==> src/rtl/oht2bin_pkg.sv <==
`default_nettype none
// ============================================================================
// Module      : oht2bin_pkg
// Description : Shared types and constants for the one-hot to binary encoder
//               pipeline. Optional checker macro: OHT2BIN_ONEHOT_CHECK_EN.
// Revision    : 1.0 - initial release
// ============================================================================
package oht2bin_pkg;

  // Saturation ceiling of the erroneous-transfer counter.
  localparam logic [7:0] ERR_CNT_MAX = 8'hFF;

  // Flag portion of the per-stage payload; the index field is sized in the
  // instantiating module because it depends on its WIDTH parameter.
  typedef struct packed {
    logic nzr;
    logic err;
  } oht2bin_flags_t;

  // Index width for a one-hot vector of the given width, never below 1 bit.
  function automatic int oht2bin_idx_w(input int width);
    return (width <= 2) ? 1 : $clog2(width);
  endfunction

endpackage
`default_nettype wire

==> src/rtl/oht2bin_base.sv <==
`default_nettype none
// ============================================================================
// Module      : oht2bin_base
// Description : Combinational one-hot to binary encoder. Each index bit is the
//               OR of the input bits whose position has that index bit set,
//               so multi-hot inputs yield the OR of their indices.
//               Multi-hot detection exists only with OHT2BIN_ONEHOT_CHECK_EN.
// Revision    : 1.0 - initial release
// ============================================================================
module oht2bin_base
  import oht2bin_pkg::*;
#(
  parameter int WIDTH     = 32,
  parameter int WIDTH_LOG = oht2bin_idx_w(WIDTH)
) (
  input  logic [WIDTH-1:0]     oht_i,
  output logic [WIDTH_LOG-1:0] bin_o,
  output logic                 nzr_o,
  output logic                 err_o
);

  // One OR-reduction per index bit over a constant position mask.
  for (genvar b = 0; b < WIDTH_LOG; b++) begin : g_bit
    logic [WIDTH-1:0] w_mask;
    for (genvar i = 0; i < WIDTH; i++) begin : g_mask
      assign w_mask[i] = 1'((i >> b) & 1);
    end
    assign bin_o[b] = |(oht_i & w_mask);
  end

  assign nzr_o = |oht_i;

`ifdef OHT2BIN_ONEHOT_CHECK_EN
  logic w_seen;
  logic w_multi;

  // Popcount >= 2: some set bit found after another set bit was already seen.
  always_comb begin
    w_seen  = 1'b0;
    w_multi = 1'b0;
    for (int i = 0; i < WIDTH; i++) begin
      w_multi = w_multi | (w_seen & oht_i[i]);
      w_seen  = w_seen | oht_i[i];
    end
  end

  assign err_o = w_multi;
`else
  assign err_o = 1'b0;
`endif

endmodule
`default_nettype wire

==> src/rtl/oht2bin_pipe.sv <==
`default_nettype none
// ============================================================================
// Module      : oht2bin_pipe
// Description : Pipelined one-hot to binary index encoder on valid/ready
//               streams. STAGES=1 registers the encoded result only; STAGES=2
//               also registers the raw input vector ahead of the encoder.
//               Ready is a combinational chain, giving 1 transfer/cycle.
//               Optional checker macro: OHT2BIN_ONEHOT_CHECK_EN (m_err and
//               saturating err_cnt; both tied 0 when undefined).
// Revision    : 1.0 - initial release
// ============================================================================
module oht2bin_pipe
  import oht2bin_pkg::*;
#(
  parameter  int WIDTH     = 32,
  parameter  int STAGES    = 1,
  localparam int WIDTH_LOG = oht2bin_idx_w(WIDTH)
) (
  input  logic                 clk,
  input  logic                 rst,
  input  logic                 s_vld,
  output logic                 s_rdy,
  input  logic [WIDTH-1:0]     s_oht,
  output logic                 m_vld,
  input  logic                 m_rdy,
  output logic [WIDTH_LOG-1:0] m_bin,
  output logic                 m_nzr,
  output logic                 m_err,
  output logic [7:0]           err_cnt
);

  typedef struct packed {
    logic [WIDTH_LOG-1:0] bin;
    oht2bin_flags_t       flags;
  } payload_t;

  logic             w_enc_vld;
  logic [WIDTH-1:0] w_enc_oht;
  logic             w_out_rdy;
  payload_t         w_out_pl_d;
  logic             out_vld_q;
  payload_t         out_pl_q;

  if (STAGES != 1 && STAGES != 2) begin : g_bad_stages
    $fatal(1, "oht2bin_pipe: STAGES must be 1 or 2");
  end

  if (STAGES == 2) begin : g_in_reg
    logic             in_vld_q;
    logic [WIDTH-1:0] in_oht_q;

    // Input stage: capture the raw vector; payload loads only on a transfer.
    always_ff @(posedge clk or posedge rst) begin
      if (rst) begin
        in_vld_q <= 1'b0;
        in_oht_q <= '0;
      end else if (s_rdy) begin
        in_vld_q <= s_vld;
        if (s_vld) begin
          in_oht_q <= s_oht;
        end
      end
    end

    assign s_rdy     = ~in_vld_q | w_out_rdy;
    assign w_enc_vld = in_vld_q;
    assign w_enc_oht = in_oht_q;
  end else begin : g_in_bypass
    assign s_rdy     = w_out_rdy;
    assign w_enc_vld = s_vld;
    assign w_enc_oht = s_oht;
  end

  oht2bin_base #(
    .WIDTH     (WIDTH),
    .WIDTH_LOG (WIDTH_LOG)
  ) u_base (
    .oht_i (w_enc_oht),
    .bin_o (w_out_pl_d.bin),
    .nzr_o (w_out_pl_d.flags.nzr),
    .err_o (w_out_pl_d.flags.err)
  );

  assign w_out_rdy = ~out_vld_q | m_rdy;

  // Output stage: hold while stalled, reload only when an item enters.
  always_ff @(posedge clk or posedge rst) begin
    if (rst) begin
      out_vld_q <= 1'b0;
      out_pl_q  <= '0;
    end else if (w_out_rdy) begin
      out_vld_q <= w_enc_vld;
      if (w_enc_vld) begin
        out_pl_q <= w_out_pl_d;
      end
    end
  end

  assign m_vld = out_vld_q;
  assign m_bin = out_pl_q.bin;
  assign m_nzr = out_pl_q.flags.nzr;
  // Constant 0 when the checker is compiled out, since the encoder drives 0.
  assign m_err = out_pl_q.flags.err;

`ifdef OHT2BIN_ONEHOT_CHECK_EN
  logic [7:0] err_cnt_q;

  // Count multi-hot items as they leave, saturating at the ceiling.
  always_ff @(posedge clk or posedge rst) begin
    if (rst) begin
      err_cnt_q <= '0;
    end else if (out_vld_q && m_rdy && out_pl_q.flags.err && (err_cnt_q != ERR_CNT_MAX)) begin
      err_cnt_q <= err_cnt_q + 8'd1;
    end
  end

  assign err_cnt = err_cnt_q;
`else
  assign err_cnt = '0;
`endif

endmodule
`default_nettype wire

==> config.mk <==
export PLATFORM = sky130hd
export DESIGN_NAME = oht2bin_pipe
export DESIGN_NICKNAME = d
export VERILOG_FILES = /design/src/rtl/oht2bin_pkg.sv /design/src/rtl/oht2bin_base.sv /design/src/rtl/oht2bin_pipe.sv
export SDC_FILE = /design/constraint.sdc
export NUM_CORES = 1
export LEC_CHECK = 0
export CORE_AREA = 2 2 44 46
export CTS_BUF_LIST = sky130_fd_sc_hd__clkbuf_4
export DETAILED_ROUTE_END_ITERATION = 7
export DIE_AREA = 0 0 46 48
export PLACE_DENSITY_LB_ADDON = 0.1
export SLEW_MARGIN = 20
export SYNTH_ARGS = -nofsm -noshare
export SYNTH_HDL_FRONTEND = slang
export SYNTH_SLANG_ARGS = --single-unit
==> constraint.sdc <==
create_clock -name clk -period 1.95 [get_ports clk]
set_input_delay 0.39 -clock clk [delete_from_list [all_inputs] [get_ports clk]]
set_output_delay 0.39 -clock clk [all_outputs]
set_load 0.01 [all_outputs]
# After elaboration in Yosys (flattened, before gate mapping)

Index checks and enable logic that the tools add are counted.
W data, S select, Z words.

Latch bits: 0
Input port bits: 36
Bits in registers: 7
Memory bits (writable): 0
Output and inout port bits: 17
ROM bits: 0
Logic and storage cells: 12
Memories: 0

$lt $le $gt $ge: 0
Reductions and logical operators: 7
Equality and inequality tests: 0
Div/mod/pow operators: 0
Shift-type cells: 0
Multiplexer cells: 0
Add/subtract/negate cells: 0
$mul: 0
Bitwise gates (word level): 2

Operators with widths:

| kind              | number |
|---|---|
| $reduce_or A16 Y1 | 5 |
| $reduce_or A32 Y1 | 1 |
| $reduce_and A2 Y1 | 1 |
| $not A1 Y1        | 1 |
| $or A1 B1 Y1      | 1 |

# Longest topological paths before layout

Depth after elaboration: 3
Depth in mapped cells: 5
Depth with buffers taken out: 3

# Modules after synthesis

Synthesis repeated with hierarchy kept, for this count alone.

Cell total of the unflattened synthesis: 55
Area total of the unflattened synthesis: 589.3 µm²

By module, submodules not included:

| module       | area each (µm²) | cells each | instances | sequential area each (µm²) |
|---|---|---|---|---|
| oht2bin_pipe | 405.4           | 28         | 1         | 200.2 |
| oht2bin_base | 183.9           | 27         | 1         | 0.0 |

# Least setup slack after synthesis

Ideal clock, no wire load.

Path type: input port to flip-flop
Start: input m_rdy
End: register out_pl_q (netlist bit m_bin[0])
Stages on the path: 5
Buffers on the path: 2
Data required time: 1.825 ns
Slack: 0.608 ns
Data arrival time: 1.217 ns
Path through: nand2b_1 buf_6 and2_1 buf_2 mux2_4

Longest elaborated chain between the ends: 2

RTL lines:

| element                            | line               | source |
|---|---|---|
| from (decl)                        | oht2bin_pipe.sv:25 | `input logic m_rdy,` |
| $or A1 B1 Y1                       | oht2bin_pipe.sv:84 | `assign w_out_rdy = ~out_vld_q \| m_rdy;` |
| net s_rdy                          | oht2bin_pipe.sv:22 | `output logic s_rdy,` |
| $reduce_and A2 Y1 (no source line) | n/a                |  |
| to (signal assigned)               | oht2bin_pipe.sv:94 | `out_pl_q <= w_out_pl_d;` |
| to (decl)                          | oht2bin_pipe.sv:42 | `payload_t out_pl_q;` |

The timed path passes the listed nets, and every way through them passes these cells.
A chain may end at the register's enable or synchronous reset.

# Final worst setup path

Start: input m_rdy
End: output s_rdy

Longest elaborated chain between the ends: 1

RTL lines:

| element      | line |
|---|---|
| $or A1 B1 Y1 | oht2bin_pipe.sv:84 |
| to (decl)    | oht2bin_pipe.sv:22 |

Every way passes these cells.

==> results.txt <==
Worst Skew: 0.002023 ns
First-pass GRT wire length: 2.546 mm
Sequential fraction of design power: 35.1%
Root Buffer: sky130_fd_sc_hd__clkbuf_4
Cell area after technology mapping: 516.7 µm²
Skew-Pair Late Insertion Delay: 0.25 ns
Clock power share: 35.7%
R2R cell count: 4
Post-detailed-placement half-perimeter wirelength: 1.462 mm
Flop and latch count out of synthesis: 7
Total iterations of the first detailed-routing run: 4
CP Class: primary input to output pin
R2r startpoint: m_vld$_DFFE_PP0P_
Total of hold buffers inserted after clock tree synthesis: 0
Total grt overflow: 0
Cell-internal power: 315.7 µW
Critical Path AT: 1.48 ns
Shortest period the worst path allows: 1.874 ns
Antenna-violating nets left: 0
Xor/xnor cell area share of the yosys netlist: 0%
Die footprint: 2208 µm²
Outcome: finished, final reports clean
Static leakage: 0.0003399 µW
WL final: 1.615 mm
IR Drop Worst-Case VDD: 0.1966 mV
Portion of netlist area occupied by mux cells: 2.906%
Mapped Avg Cell Area: 9.228 µm²
Total of max-cap violations: 0
Clock buffers created by TritonCTS: 3
Period utilization: 96.12%
Number of instances in the synthesized netlist: 56
Multi-input gate area: 284.0 µm²
Utilization of the core after routing: 56.81%
DR vias/cell: 5.076
P&R area growth vs syn: 85.71%
Initial antenna violation count: 0
Switching power total: 104.0 µW
Clock transition time at the flip-flop clock pins of the worst setup and hold paths: 0.06 ns
Register area: 175.2 µm²
Die width: 46 µm
Part of the Yosys area used for sequential elements: 33.90%
Launching element type of the critical path: primary input
CORE AREA: 1689 µm²
Htree depth: 1
Switching share of power: 24.79%
Weighted congestion reported at the end of routability-driven placement: 0.7304
Timing startpoint of the critical path: m_rdy
Setup repair after global routing missed its margin: no
Fill count: 160
Input/output buffers: 43
Share of synthesized cell area in and, or, nand and nor gates: 35.84%
Worst Setup EP: s_rdy
Peak fanout along the critical path: 2
Number of failing setup endpoints in the final timing report: 0
Placed cell count: 115
Maximum clock frequency: 533.5 MHz
Final count of pins violating max slew: 0
Maximum number of pins on one net before global-route repair: 8
Diode insertion count for antenna repair: 0
Total number of clock tree sinks: 7
Total power consumption of the routed design: 419.7 µW
Placement row count: 15
Top-level port count: 53
Critical Path Sink Type: output pin
Crit path required time: 1.56 ns
Final std cells w/o fill: 119
Layout cells sized above 1: 7.843%
Total of cells resized after clock tree synthesis: 0
Area fraction in compound gates after synthesis: 9.685%
Pwr/cell area: 437.3 nW/µm²
Main combinational cell family by area after synthesis: simple AND/OR/NAND/NOR gates
Portion of total power attributed to combinational logic: 29.1%
Number of DRC markers after the initial detailed-route iteration: 11
Height of the die: 48 µm
Fin. Hold Viols: 0
Setup TNS: 0 ns
Final nets: 139
Total global routing track utilization: 16.85%
Starting Density: 30.59%
Post-Synth Adder-Cell Area: 0%
Slack of the worst reg-to-reg path: 0.62 ns
RR Endpoint: m_bin[0]$_DFFE_PP0P_
Maximum buffer depth of the clock tree: 2
Kind of path behind the tightest hold check: primary input to async pin
Number of distinct library cell variants in the gate-level netlist after synthesis: 22
Most common cell after layout, fill and taps aside: sky130_fd_sc_hd__clkdlybuf4s50_1
Vias in the first global route: 607
Total number of yosys warnings: 0
Final hold slack: 0.3680 ns
CTS tree: yes
Leading cell types in the layout, fill and taps excluded: sky130_fd_sc_hd__clkdlybuf4s50_1 (43), sky130_fd_sc_hd__nor4_1 (9), sky130_fd_sc_hd__conb_1 (9)
Final routed DRC violation total: 0
Post-CTS setup buffers: 0
Routed len/inst: 13.57 µm
Via count of the routed design: 604
## routing by layer
layer / vias to the layer above / part of all wire, % / GRT usage, % / routed length [µm]
li1: 296 / - / - / -
met1: 266 / 40 / 17.65 / 639
met2: 40 / 52 / 30.56 / 845
met3: 2 / 7.1 / 3.774 / 115
met4: 0 / 0.87 / 10.29 / 14
met5: - / 0 / 0 / 0
## worst max-delay path, stage by stage
cell and delay (ns):
sky130_fd_sc_hd__clkdlybuf4s50_1 0.45, sky130_fd_sc_hd__nand2b_1 0.11, sky130_fd_sc_hd__clkdlybuf4s50_1 0.53
## worst min path at each step
stage                      start              endpoint  slack [ns]
6_report                     rst     m_nzr$_DFFE_PP0P_        0.37
5_1_grt                      rst  m_bin[4]$_DFFE_PP0P_        0.39
4_1_cts                      rst  m_bin[1]$_DFFE_PP0P_        0.38
3_5_place_dp   m_nzr$_DFFE_PP0P_     m_nzr$_DFFE_PP0P_        0.51
3_3_place_gp   m_nzr$_DFFE_PP0P_     m_nzr$_DFFE_PP0P_        0.49
2_1_floorplan                rst  m_bin[0]$_DFFE_PP0P_        0.19
## kinds of logic after synthesis
family                 after synthesis
buffers and inverters               12
AO/OA/AOI/OAI                        6
AND/OR/NAND/NOR                     29
other                                1
flip-flops                           7
multiplexers                         1
## power by group through the flow
stage | registers (µW) | logic [µW] | clock network, µW
after floorplan | 151 | 44.4 | 0
after global placement | 150 | 121 | 0
after detailed placement | 150 | 123 | 0
after CTS | 147 | 123 | 153
after global routing | 147 | 131 | 161
final | 147 | 122 | 150
## sequential cells by signal, summed over array words and instances (netlist names)
register  cells
m_bin         5
m_nzr         1
m_vld         1
## final cells by class
| type | count | area share, % |
|---|---|---|
| Clock buffer | 4 | 3.129 |
| Inverter | 1 | 0.3911 |
| Multi-Input combinational cell | 45 | 29.60 |
| Tap cell | 17 | 2.216 |
| Timing Repair Buffer | 45 | 46.41 |
| Sequential cell | 7 | 18.25 |
## cells in the mapped netlist, drive strengths merged
| cell type | n | share of area, % |
|---|---|---|
| nand2 | 1 | 0.73 |
| buf | 11 | 16 |
| nor3 | 2 | 1.9 |
| o32a | 1 | 1.9 |
| a21oi | 1 | 0.97 |
| mux2 | 1 | 2.9 |
| nor2 | 4 | 2.9 |
| conb | 1 | 0.73 |
| and2 | 1 | 1.2 |
| nor4 | 10 | 15 |
| dfrtp | 7 | 34 |
| nand4b | 1 | 1.7 |
| o22a | 3 | 5.1 |
| or4 | 2 | 2.9 |
| nand3 | 1 | 0.97 |
| nand2b | 2 | 2.4 |
| a41oi | 1 | 1.7 |
| inv | 1 | 0.73 |
| nand4 | 5 | 6.1 |
## metrics by stage
stage / instance area (µm²) / setup WS [ns]
floorplan: 546.8 / 0.6078
global placement: 929.6 / 0.05325
detailed placement: 929.6 / 0.03887
CTS: 959.7 / 0.06802
global route: 959.7 / 0.04348
finish: 959.7 / 0.07560
Note: power is estimated with default switching activity, not from simulation.
